[src/rtl/cordic_scheduler_pkg.sv]
// Shared settings for the CORDIC scheduler: data width, default requester count, kernel latency and tag type.
// The optional per-requester grant counters are enabled with CORDIC_SCHEDULER_STATS_EN.
package cordic_scheduler_pkg;

  localparam int SIZE_DATA      = 16;
  localparam int NUM_CORDIC_REQ = 4;
  localparam int CORDIC_LATENCY = 16;

  // Tag width never collapses to zero bits, even with a single requester.
  function automatic int id_width(input int num_req);
    return (num_req > 1) ? $clog2(num_req) : 1;
  endfunction

  localparam int ID_W = id_width(NUM_CORDIC_REQ);

  typedef struct packed {
    logic            valid;
    logic [ID_W-1:0] id;
  } cordic_tag_t;

endpackage

[src/rtl/cordic_scheduler_rr_arbiter.sv]
// Round-robin arbiter for the CORDIC scheduler; owns the rotating priority pointer.
module rr_arbiter #(
  parameter int NUM_REQ = cordic_scheduler_pkg::NUM_CORDIC_REQ,
  parameter int ID_W    = cordic_scheduler_pkg::id_width(NUM_REQ)
) (
  input  logic               clk,
  input  logic               reset,
  input  logic               enable,
  input  logic [NUM_REQ-1:0] req_valid,
  output logic [NUM_REQ-1:0] grant,
  output logic [ID_W-1:0]    grant_idx,
  output logic               grant_any
);
  import cordic_scheduler_pkg::*;

  logic [ID_W-1:0] rrPtr_q;
  logic [ID_W-1:0] rrPtr_d;
  logic            found;
  int              idx;

  // Search upward from the pointer, wrapping once; the pointer never exceeds NUM_REQ-1.
  always_comb begin
    grant     = '0;
    grant_idx = '0;
    found     = 1'b0;
    idx       = 0;
    for (int k = 0; k < NUM_REQ; k++) begin
      idx = int'(rrPtr_q) + k;
      if (idx >= NUM_REQ) begin
        idx = idx - NUM_REQ;
      end
      if (!found && req_valid[idx]) begin
        found     = 1'b1;
        grant_idx = ID_W'(idx);
      end
    end
    grant_any = found & enable;
    if (grant_any) begin
      grant[grant_idx] = 1'b1;
    end
  end

  always_comb begin
    rrPtr_d = rrPtr_q;
    if (grant_any) begin
      if (int'(grant_idx) == NUM_REQ - 1) begin
        rrPtr_d = '0;
      end else begin
        rrPtr_d = grant_idx + ID_W'(1);
      end
    end
  end

  always_ff @(posedge clk) begin
    if (reset) begin
      rrPtr_q <= '0;
    end else begin
      rrPtr_q <= rrPtr_d;
    end
  end

endmodule

[src/rtl/cordic_scheduler.sv]
// Shares one pipelined CORDIC kernel between NUM_REQ requesters with tagged responses.
// Define CORDIC_SCHEDULER_STATS_EN to add saturating per-requester grant counters (grant_count).
module cordic_scheduler #(
  parameter int NUM_REQ        = cordic_scheduler_pkg::NUM_CORDIC_REQ,
  parameter int CORDIC_LATENCY = cordic_scheduler_pkg::CORDIC_LATENCY,
  parameter int ID_W           = cordic_scheduler_pkg::id_width(NUM_REQ)
) (
  input  logic                                             clk,
  input  logic                                             reset,
  input  logic                                             enable,
  input  logic [NUM_REQ-1:0]                               req_valid,
  input  logic [NUM_REQ*cordic_scheduler_pkg::SIZE_DATA-1:0] req_data,
  output logic [NUM_REQ-1:0]                               req_ready,
  output logic [cordic_scheduler_pkg::SIZE_DATA-1:0]       cordic_input_data,
  input  logic signed [cordic_scheduler_pkg::SIZE_DATA-1:0] cordic_output_data,
  output logic                                             resp_valid,
  output logic [ID_W-1:0]                                  resp_id,
  output logic signed [cordic_scheduler_pkg::SIZE_DATA-1:0] resp_data,
  output logic                                             busy
`ifdef CORDIC_SCHEDULER_STATS_EN
  ,
  output logic [NUM_REQ*16-1:0]                            grant_count
`endif
);
  import cordic_scheduler_pkg::*;

  // Entry 0 travels with the issue register; entries 1..LATENCY mirror the kernel stages.
  localparam int TAG_STAGES = CORDIC_LATENCY + 1;

  typedef struct packed {
    logic            valid;
    logic [ID_W-1:0] id;
  } tag_t;

  logic [NUM_REQ-1:0]     grant;
  logic [ID_W-1:0]        grantIdx;
  logic                   grantAny;

  logic [SIZE_DATA-1:0]   issueData_d;
  logic [SIZE_DATA-1:0]   issueData_q;
  tag_t                   issueTag_d;
  tag_t                   tagPipe_q [TAG_STAGES];

  logic                   respValid_q;
  logic [ID_W-1:0]        respId_q;
  logic signed [SIZE_DATA-1:0] respData_q;

  rr_arbiter #(
    .NUM_REQ (NUM_REQ),
    .ID_W    (ID_W)
  ) u_arbiter (
    .clk       (clk),
    .reset     (reset),
    .enable    (enable),
    .req_valid (req_valid),
    .grant     (grant),
    .grant_idx (grantIdx),
    .grant_any (grantAny)
  );

  assign req_ready = grant;

  always_comb begin
    issueData_d      = '0;
    issueTag_d       = '0;
    if (grantAny) begin
      issueData_d      = req_data[int'(grantIdx)*SIZE_DATA +: SIZE_DATA];
      issueTag_d.valid = 1'b1;
      issueTag_d.id    = grantIdx;
    end
  end

  always_ff @(posedge clk) begin
    if (reset) begin
      issueData_q <= '0;
    end else begin
      issueData_q <= issueData_d;
    end
  end

  assign cordic_input_data = issueData_q;

  // The tag pipe never stalls, so a reset simply discards every in-flight tag.
  always_ff @(posedge clk) begin
    if (reset) begin
      for (int i = 0; i < TAG_STAGES; i++) begin
        tagPipe_q[i] <= '0;
      end
    end else begin
      tagPipe_q[0] <= issueTag_d;
      for (int i = 1; i < TAG_STAGES; i++) begin
        tagPipe_q[i] <= tagPipe_q[i-1];
      end
    end
  end

  always_ff @(posedge clk) begin
    if (reset) begin
      respValid_q <= 1'b0;
      respId_q    <= '0;
      respData_q  <= '0;
    end else begin
      respValid_q <= tagPipe_q[TAG_STAGES-1].valid;
      if (tagPipe_q[TAG_STAGES-1].valid) begin
        respId_q   <= tagPipe_q[TAG_STAGES-1].id;
        respData_q <= cordic_output_data;
      end
    end
  end

  assign resp_valid = respValid_q;
  assign resp_id    = respId_q;
  assign resp_data  = respData_q;

  always_comb begin
    busy = respValid_q;
    for (int i = 0; i < TAG_STAGES; i++) begin
      busy = busy | tagPipe_q[i].valid;
    end
  end

`ifdef CORDIC_SCHEDULER_STATS_EN
  logic [15:0] grantCount_q [NUM_REQ];

  always_ff @(posedge clk) begin
    if (reset) begin
      for (int i = 0; i < NUM_REQ; i++) begin
        grantCount_q[i] <= '0;
      end
    end else begin
      for (int i = 0; i < NUM_REQ; i++) begin
        if (grant[i] && (grantCount_q[i] != 16'hFFFF)) begin
          grantCount_q[i] <= grantCount_q[i] + 16'd1;
        end
      end
    end
  end

  always_comb begin
    grant_count = '0;
    for (int i = 0; i < NUM_REQ; i++) begin
      grant_count[i*16 +: 16] = grantCount_q[i];
    end
  end
`endif

endmodule
[config.mk]
export PLATFORM = sky130hd
export DESIGN_NAME = cordic_scheduler
export DESIGN_NICKNAME = d
export VERILOG_FILES = /design/src/rtl/cordic_scheduler_pkg.sv /design/src/rtl/cordic_scheduler_rr_arbiter.sv /design/src/rtl/cordic_scheduler.sv
export SDC_FILE = /design/constraint.sdc
export NUM_CORES = 1
export LEC_CHECK = 0
export BUFFER_PORTS_ARGS = -buffer_cell sky130_fd_sc_hd__clkbuf_2
export CAP_MARGIN = 20
export CORE_UTILIZATION = 33
export CTS_BUF_LIST = sky130_fd_sc_hd__clkbuf_4 sky130_fd_sc_hd__clkbuf_8
export DETAILED_ROUTE_END_ITERATION = 10
export MAX_ROUTING_LAYER = met4
export PLACE_DENSITY = 0.58
export SLEW_MARGIN = 20
export SYNTH_ARGS = -nofsm -noshare
export SYNTH_HDL_FRONTEND = slang
export SYNTH_SLANG_ARGS = --single-unit
export TNS_END_PERCENT = 50
[constraint.sdc]
create_clock -name clk -period 2 [get_ports clk]
set_input_delay 0.1 -clock clk [delete_from_list [all_inputs] [get_ports clk]]
set_output_delay 0.1 -clock clk [all_outputs]
set_load 0.05 [all_outputs]
==> impl_metrics.toml <==
[floorplan]
pin_count = 127
die_w_um = 99.3
die_h_um = 99.3
start_util_pct = 34.0
die_area_um2 = 9860
core_um2 = 9200
rows = 35

[power]
intPower_uw = 2720
clkPwrFrac_pct = 34.9
leakage_uw = 0.00195
irDropWorstVdd_mv = 0.289
p_sw_uw = 908
comb_power_share_pct = 15.4
swShare_pct = 25.0
p_total_uw = 3630
power.density_nw_per_um2 = 843
power_frac_seq_pct = 49.7

[routing]
firstDrtPassIters = 3
wire_per_inst_um = 11.3
dr.first_iter.drc_count = 59
finalWirelength_mm = 6.07
dr_total_vias = 2346
drcViolationCount = 0
ant_nets = 0
routed_via_density = 4.38

[global_route]
grt_pass1_wl_mm = 10.2
grt-ovfl-total = 0
grt_max_degree = 71
grt_pass1_vias = 2351
grt_antenna_before_repair = 0
grtUsageTotal_pct = 13.6

[place]
numPortBuffers = 126
hpwlAfterDp_mm = 4.23
dp_cells = 502
routabilityCongestion = 0.738

[clock_network]
tritoncts = "yes"
clockRootBuffer = "clkbuf_8"
clock_path_buffers = 2
cts_sinks = 88
numCtsBuffers = 9
clk_latency_ps = 340
path_clk_slew_ps = 80
cts_max_level = 3

[finish]
diodes = 0
drive_gt1_share_pct = 38.6
fillers = 879
finalNetCount = 511
final_common_cell = "clkbuf_2"
instances_no_fill = 536
layout_common_cells = "clkbuf_2, dfxtp_1, mux2i_1, nor2b_1, nor2_1"
syn_to_final_growth_pct = 38.0

[min_path]
hp-class = "in -> reg"

[logic_synthesis]
synth_top_area_cell = "dfxtp_1"
ys_types = 31
postSynthCellCount = 277
netlist_area_um2 = 3120
yosysTopAreaCellShare_pct = 56.4
avgSynthCellArea_um2 = 11.3
yosysSeqAreaShare_pct = 56.4
yosysWarningCount = 0
synth_fp_nets = 368
synth_area_leaders = "dfxtp_1, mux2i_1, nor2b_1"
ys_seq_elements = 88

[critical_path]
cp-start-kind = "flip-flop"
end_kind = "output port"
critPathArrivalTime_ps = 1900
crit_type = "reg -> out"
crit_required_ps = 1900
worstPathMaxFanout = 6

[sta]
finalSetupViolations = 0
clock_skew_ps = 7.13
rsz0062_at_grt = "yes"
layout_min_cycle_time_ps = 2000
max_slew_margin_pct = 56.3
fin_crit_sh_pct = 99.8
tightest_slew_ps = 656
drv_slew = 0
hold_violations = 0
fmax_ghz = 0.501
holdWs_ps = 32.8

[run_status]
status = "finished, final reports clean"

[flow_run]
cap_viol_max_count = 0
## Yosys cell counts (all sizes together)
library cell,count
a21oi,4
o22ai,16
and3,1
ha,4
nor4,3
o21ai,1
o41a,1
o2bb2a,1
mux2i,51
o41ai,1
and2,4
nor2,21
nand3,1
or4,2
nor2b,49
inv,4
nand2,3
or3,2
dfxtp,88
nand2b,1
buf,8
clkbuf,8
a211oi,1
nor3,1
clkinv,1
## stage by stage
stage / setup TNS, ps / area, um^2 / utilization, % / setup WS [ps]
floorplan: 0 / 3120 / - / 165
global placement: 0 / 3840 / 41.8 / 229
detailed placement: 0 / 3840 / 41.8 / 170
CTS: -7.06 / 4280 / 46.6 / -6.31
global route: -281 / 4310 / 46.9 / -68.5
finish: 0 / 4310 / 46.9 / 3.55
## metal layers
layer	GRT usage (%)	vias up	routed length (um)
met5	-	-	0
met4	6.79	0	119
met3	3.94	11	471
met2	23.0	105	2760
met1	14.5	1006	2720
li1	-	1224	-
## critical path: stages, from the launching register on
cell and delay (ps):
dfxtp_4 380, mux2i_1 190, nor2_1 70, or3_4 430, ha_2 190, and2_1 150, buf_8 150
## layout make-up
type / instances / area, um^2 / area share (%)
Timing Repair Buffer: 148 / 896 / 20.8
Tap cell: 111 / 139 / 3.22
Sequential cell: 88 / 1770 / 40.9
Inverter: 5 / 23.8 / 0.551
Multi-Input combinational cell: 168 / 1280 / 29.6
Clock buffer: 14 / 174 / 4.03
Clock inverter: 2 / 37.5 / 0.871
## power groups by stage
stage / Sequential (uW) / Clock, uW / Combinational [uW]
finish: 1800 / 1270 / 559
CTS: 1810 / 1320 / 550
global placement: 1840 / 0 / 497
global route: 1810 / 1380 / 605
detailed placement: 1850 / 0 / 500
floorplan: 1940 / 0 / 256
## sequential cells by signal (all words and copies together) (netlist names)
| signal | cells |
|---|---|
| resp_data | 16 |
| cordic_input_data | 16 |
| u_arbiter.rrPtr_q | 2 |
| tagPipe_q | 51 |
| resp_id | 2 |
| resp_valid | 1 |
## cells by family (layout without fill, tap and decap cells)
| logic type | after synthesis | in the layout | share of synthesized area [%] |
|---|---|---|---|
| buffers and inverters | 21 | 169 | 3.88 |
| AND/OR/NAND/NOR | 88 | 88 | 16.3 |
| AO/OA/AOI/OAI | 25 | 25 | 5.45 |
| adder cells (fa/ha/maj) | 4 | 4 | 1.60 |
| multiplexers | 51 | 51 | 16.3 |
| flip-flops | 88 | 88 | 56.4 |
## what timing repair did
item	CTS	global route
pin swaps	1	2
gates resized for setup	15	8
hold endpoints to repair	15	0
hold buffers	15	0
setup endpoints to repair	4	5
buffers inserted	2	1
## worst paths after layout
check,from,end,slack [ps],cells past startpoint
worst max-delay path,u_arbiter.rrPtr_q[1]$_SDFFE_PP0P_,req_ready[2],4,6
worst min-delay path,reset,tagPipe_q[0][2]$_SDFF_PP0_,30,2
worst min register to register,tagPipe_q[0][24]$_SDFF_PP0_,tagPipe_q[0][27]$_SDFF_PP0_,440,1
worst max register to register,u_arbiter.rrPtr_q[1]$_SDFFE_PP0P_,cordic_input_data[8]$_SDFF_PP0_,230,8
No activity file was read; power rests on OpenSTA's default activity.
